**config.mk**
```make
export PLATFORM = sky130hd
export DESIGN_NAME = uart_word_tx_flat
export DESIGN_NICKNAME = d
export VERILOG_FILES = /design/src/rtl/uart_word_if.sv /design/src/rtl/uart_word_tx.sv /design/src/flat_wrapper.sv
export SDC_FILE = /design/constraint.sdc
export NUM_CORES = 1
export LEC_CHECK = 0
export CAP_MARGIN = 0
export CORE_UTILIZATION = 55
export DETAILED_ROUTE_END_ITERATION = 8
export PLACE_DENSITY = 0.9
export SETUP_SLACK_MARGIN = 0.1
export SYNTH_ARGS = -nofsm -noshare
export SYNTH_HDL_FRONTEND = slang
export SYNTH_SLANG_ARGS = --single-unit
```
**constraint.sdc**
```tcl
create_clock -name clk -period 3.3 [get_ports clk]
set_input_delay 0.66 -clock clk [delete_from_list [all_inputs] [get_ports clk]]
set_output_delay 0.66 -clock clk [all_outputs]
set_load 0.02 [all_outputs]
```
**src/rtl/uart_word_if.sv**
```systemverilog
// Word stream handshake between the skidbuffer (master) and the UART word transmitter (slave).
interface uart_word_if #(
  parameter int DATA_SIZE = 16
);
  logic                 in_valid;
  logic [DATA_SIZE-1:0] in_data;
  logic                 in_ready;

  modport master (output in_valid, output in_data, input in_ready);
  modport slave  (input in_valid, input in_data, output in_ready);
endinterface

```
**src/rtl/uart_word_tx.sv**
```systemverilog
// Serialises DATA_SIZE-bit words onto a UART line as 8N1 bytes, least-significant byte first.
// Define UART_TX_PARITY_EN to insert an even-parity bit after each byte's data bits.
module uart_word_tx #(
  parameter int DATA_SIZE    = 16,
  parameter int CLKS_PER_BIT = 868
) (
  input  logic          clk,
  input  logic          rst_n,
  uart_word_if.slave    bus,
  output logic          tx,
  output logic [15:0]   words_sent
);

  localparam int BYTES  = DATA_SIZE / 8;
  localparam int BAUD_W = (CLKS_PER_BIT > 2) ? $clog2(CLKS_PER_BIT) : 1;
  localparam int BYTE_W = (BYTES > 1) ? $clog2(BYTES) : 1;
  localparam logic [BAUD_W-1:0] BAUD_MAX  = BAUD_W'(CLKS_PER_BIT - 1);
  localparam logic [BYTE_W-1:0] LAST_BYTE = BYTE_W'(BYTES - 1);

  generate
    if ((DATA_SIZE % 8) != 0 || DATA_SIZE < 8) begin : g_bad_size
      $error("uart_word_tx: DATA_SIZE must be a non-zero multiple of 8");
    end
  endgenerate

`ifdef UART_TX_PARITY_EN
  typedef enum logic [2:0] {IDLE, START, DATA, PARITY, STOP} state_t;
`else
  typedef enum logic [1:0] {IDLE, START, DATA, STOP} state_t;
`endif

  state_t               state_reg,  state_next;
  logic [BAUD_W-1:0]    baud_reg,   baud_next;
  logic [2:0]           bit_reg,    bit_next;
  logic [BYTE_W-1:0]    byte_reg,   byte_next;
  logic [DATA_SIZE-1:0] shift_reg,  shift_next;
  logic                 tx_reg,     tx_next;
  logic                 ready_reg,  ready_next;
  logic [15:0]          words_reg,  words_next;
  logic                 baud_last;

  assign baud_last    = (baud_reg == BAUD_MAX);
  assign bus.in_ready = ready_reg;
  assign tx           = tx_reg;
  assign words_sent   = words_reg;

  always_ff @(posedge clk or negedge rst_n) begin
    if (!rst_n) begin
      state_reg <= IDLE;
      baud_reg  <= '0;
      bit_reg   <= '0;
      byte_reg  <= '0;
      shift_reg <= '0;
      tx_reg    <= 1'b1;
      ready_reg <= 1'b1;
      words_reg <= '0;
    end else begin
      state_reg <= state_next;
      baud_reg  <= baud_next;
      bit_reg   <= bit_next;
      byte_reg  <= byte_next;
      shift_reg <= shift_next;
      tx_reg    <= tx_next;
      ready_reg <= ready_next;
      words_reg <= words_next;
    end
  end

  always_comb begin
    state_next = state_reg;
    baud_next  = baud_reg;
    bit_next   = bit_reg;
    byte_next  = byte_reg;
    shift_next = shift_reg;
    ready_next = ready_reg;
    words_next = words_reg;

    if (state_reg == IDLE) begin
      if (bus.in_valid && ready_reg) begin
        shift_next = bus.in_data;
        ready_next = 1'b0;
        baud_next  = '0;
        bit_next   = '0;
        byte_next  = '0;
        state_next = START;
      end
    end else if (!baud_last) begin
      baud_next = baud_reg + BAUD_W'(1);
    end else begin
      baud_next = '0;
      case (state_reg)
        START: begin
          bit_next   = '0;
          state_next = DATA;
        end
        DATA: begin
          if (bit_reg == 3'd7) begin
`ifdef UART_TX_PARITY_EN
            state_next = PARITY;
`else
            state_next = STOP;
`endif
          end else begin
            bit_next = bit_reg + 3'd1;
          end
        end
`ifdef UART_TX_PARITY_EN
        PARITY: state_next = STOP;
`endif
        STOP: begin
          if (byte_reg == LAST_BYTE) begin
            state_next = IDLE;
            ready_next = 1'b1;
            words_next = words_reg + 16'd1;
          end else begin
            // Next byte moves into the low bits so DATA always reads shift_reg[7:0].
            byte_next  = byte_reg + BYTE_W'(1);
            shift_next = shift_reg >> 8;
            state_next = START;
          end
        end
        default: state_next = IDLE;
      endcase
    end
  end

  // tx is registered from the next state so the line leads the FSM by no cycle.
  always_comb begin
    tx_next = 1'b1;
    case (state_next)
      START:  tx_next = 1'b0;
      DATA:   tx_next = shift_next[bit_next];
`ifdef UART_TX_PARITY_EN
      PARITY: tx_next = ^shift_next[7:0];
`endif
      default: tx_next = 1'b1;
    endcase
  end

endmodule
```
**src/flat_wrapper.sv**
```systemverilog
// flat-port wrapper written by rule: the top's interface ports become plain ports
module uart_word_tx_flat 
#(
  parameter int DATA_SIZE    = 16,
  parameter int CLKS_PER_BIT = 868
)
  (clk, rst_n, tx, words_sent, bus_in_valid, bus_in_data, bus_in_ready);
  uart_word_if #(.DATA_SIZE(DATA_SIZE)) bus_i ();
  input  logic clk;
  input  logic rst_n;
  output logic tx;
  output logic [15:0] words_sent;
  input wire logic [$bits(bus_i.in_valid)-1:0] bus_in_valid;
  input wire logic [$bits(bus_i.in_data)-1:0] bus_in_data;
  output wire logic [$bits(bus_i.in_ready)-1:0] bus_in_ready;
  assign bus_i.in_valid = bus_in_valid;
  assign bus_i.in_data = bus_in_data;
  assign bus_in_ready = bus_i.in_ready;
  uart_word_tx #(.DATA_SIZE(DATA_SIZE), .CLKS_PER_BIT(CLKS_PER_BIT)) u_core (.clk(clk), .rst_n(rst_n), .bus(bus_i), .tx(tx), .words_sent(words_sent));
endmodule
```
==> impl_metrics.yaml <==
status:
  status: "completed"
setup_path:
  path_class: "reg2reg"
  rrSetupSlack_ns: 0.65
  critPathArrivalTime_ns: 2.85
  worst_setup_path_end_kind: "flop"
  cp-start-kind: "flop"
  rr_startpoint: "u_core.baud_reg[0]"
  reg2reg_depth: 8
  r2r_end: "u_core.words_sent[14]"
  cp.required_ns: 3.50
  crit_fanout: 12
cts:
  clock_latency_ns: 0.31
  htreeDepth: 2
  hold_buffers: 0
  clock_sinks: 50
  clockRootBuffer: "clkbuf_8"
  cts_resized: 0
  cts_tree: "done"
  clk_pin_slew_ns: 0.09
  post-cts-setup-buffer-count: 0
  cts_max_path_buffers: 2
  numCtsBuffers: 5
timing:
  clock.fmax_ghz: 0.3778
  fin_crit_ns: 2.647
  timing.slew.headroom: 0.2683
  post-route-period-util: 0.8021
  rsz0062_at_grt: "no"
  fin_ws_ns: 0.6530
  slew_violations: 0
  whs_ns: 0.4774
  finalHoldViolations: 0
  setup_viol: 0
  worst_pin_slew_ns: 1.098
  fin_setup_tns_ns: 0
  skew_ns: 0.006016
detailed_routing:
  drt_iter0_drc: 142
  wl_per_cell_um: 15.94
  drc_errors: 0
  antenna_left: 0
  drt_wl_total_mm: 5.913
  drt_pre_antenna_iters: 4
  num_vias: 2201
  viasPerCell: 5.933
power_and_ir_drop:
  combPwrFrac: 0.038
  pwr-share-seq: 0.595
  finalPower_w: 0.001028
  p_per_area_mw_per_mm2: 317.3
  p_sw_w: 0.0002273
  power_frac_clock: 0.366
  p_int_w: 0.0008009
  vdd_drop_max_v: 0.0002006
  p_leak_nw: 1.428
  sw_frac_of_total: 0.2211
synthesis:
  synth_edf_count: 0
  async_flop_share: 1.000
  synth_compound_area_frac: 0.1654
  yosysSeqAreaShare: 0.4580
  syn_inst: 268
  synthesis.area_mm2: 0.002738
  synthXorXnorAreaFrac: 0.05439
  yosysWarnings: 0
  avgSynthCellArea_um2: 10.22
  synth_flop_cell: "dfrtp_1"
  synth-simple-area-share: 0.2162
  synth_nets: 294
  yosys-mux-area-fraction: 0.03793
  yosys.area_share.adder: 0.03199
  ys_ff_latch: 50
  synth_cell_types: 56
  synth_top_family_by_area: "simple AND/OR/NAND/NOR gates"
run:
  maxCapViolCount: 0
cells_and_area:
  final_util: 0.6816
  layout_common_cells: "dfrtp_1, clkdlybuf4s50_1, o21ai_0"
  mostFrequentLayoutCell: "dfrtp_1"
  nFillCells: 369
  drive_above_1_share: 0.1053
  area_growth_pct: 18.37
  nets: 329
  diodes: 0
hold_path:
  worstHoldPathCells: 1
  hold_start: "u_core.words_sent[15]"
  hp-class: "reg2reg"
  hold_end: "u_core.words_sent[15]"
floorplanning:
  initial_utilization: 0.5758
  die-area_mm2: 0.005264
  die_y_um: 72.55
  die_w_um: 72.55
  rows: 25
  num_io_pins: 37
  coreArea_mm2: 0.004755
placed_design:
  post-place-ws_ns: 0.4082
  gp_congestion: 0.8840
  port_buffers: 36
  dpl.hpwl_mm: 4.186
global_route:
  grt_max_degree: 51
  track_usage: 0.2506
  antenna_found_initial: 0
  grt_overflow: 0
  grt_pass1_vias: 2194
  grt_pass1_wl_mm: 9.998
==> cell usage after synthesis (3+ instances only) <==
cell type,n,share of area
nand2b_1,5,0.011
nand4_1,8,0.018
a311o_1,3,0.011
xor2_1,6,0.019
a21oi_1,5,0.0091
dfrtp_1,48,0.44
o31ai_1,4,0.011
clkbuf_1,5,0.0069
nand2_1,22,0.030
nor2b_1,3,0.0069
a211oi_1,4,0.011
inv_1,7,0.0096
a22o_1,9,0.029
and3_1,9,0.021
xnor2_1,11,0.035
mux2i_1,7,0.026
and2_1,6,0.014
nor2_1,16,0.022
ha_1,7,0.032
buf_2,4,0.0073
o21ai_0,23,0.042
nand3_1,11,0.020
==> worst max-delay path by stage <==
stage | startpoint | end | slack, ns | cells after the start
5_1_grt | u_core.baud_reg[0] | u_core.words_sent[14] | 0.46 | 8
2_1_floorplan | u_core.state_reg[0] | u_core.tx | 1.0 | 11
3_3_place_gp | bus_in_valid | u_core.tx | 0.54 | 9
4_1_cts | u_core.baud_reg[0] | u_core.words_sent[14] | 0.66 | 8
3_5_place_dp | bus_in_valid | u_core.tx | 0.41 | 9
6_report | u_core.baud_reg[0] | u_core.words_sent[14] | 0.65 | 8
==> per-stage QoR <==
stage,cells,instance area [um^2]
floorplan,268,2738
global placement,363,3146
detailed placement,363,3146
CTS,371,3241
global route,371,3241
finish,371,3241
==> final cells by class <==
class / instances / area, um^2 / area share
Inverter: 8 / 30.03 / 0.009266
Timing Repair Buffer: 41 / 392.9 / 0.1212
Multi-Input combinational cell: 197 / 1385 / 0.4274
Sequential cell: 50 / 1254 / 0.3869
Clock buffer: 6 / 82.58 / 0.02548
Clock inverter: 2 / 12.51 / 0.003861
Tap cell: 67 / 83.83 / 0.02587
==> worst max-delay path: stages, from the launching register on <==
cell and delay, ns:
dfrtp_1 0.42, ha_1 0.28, nor3b_2 0.38, nand3_4 0.23
nor3_4 0.38, nand4_2 0.22, nor3_1 0.31, nand4_1 0.16
xnor2_1 0.15
==> logic make-up (layout without fill, tap and decap cells) <==
kind of cell / after synthesis / in the layout
flops: 50 / 50
compound gates: 64 / 64
simple gates: 99 / 99
mux: 10 / 10
xor+xnor: 17 / 17
buf+inv: 21 / 57
fa+ha+maj: 7 / 7
==> power groups by stage <==
stage                     sequential (W)  clock [W]  combinational [W]
after floorplan                 0.000624          0         0.00000665
after global placement          0.000624          0          0.0000400
after detailed placement        0.000624          0          0.0000401
after CTS                       0.000612   0.000383          0.0000403
after global routing            0.000612   0.000410          0.0000443
final                           0.000612   0.000376          0.0000395
==> layer usage <==
layer / routed length [um] / GRT usage / vias up
met5: 0 / 0 / -
met4: 199 / 0.1460 / 0
met3: 261 / 0.05000 / 21
met2: 2815 / 0.3811 / 64
met1: 2637 / 0.3336 / 1075
li1: - / - / 1041
(Power assumes the default switching activity.)
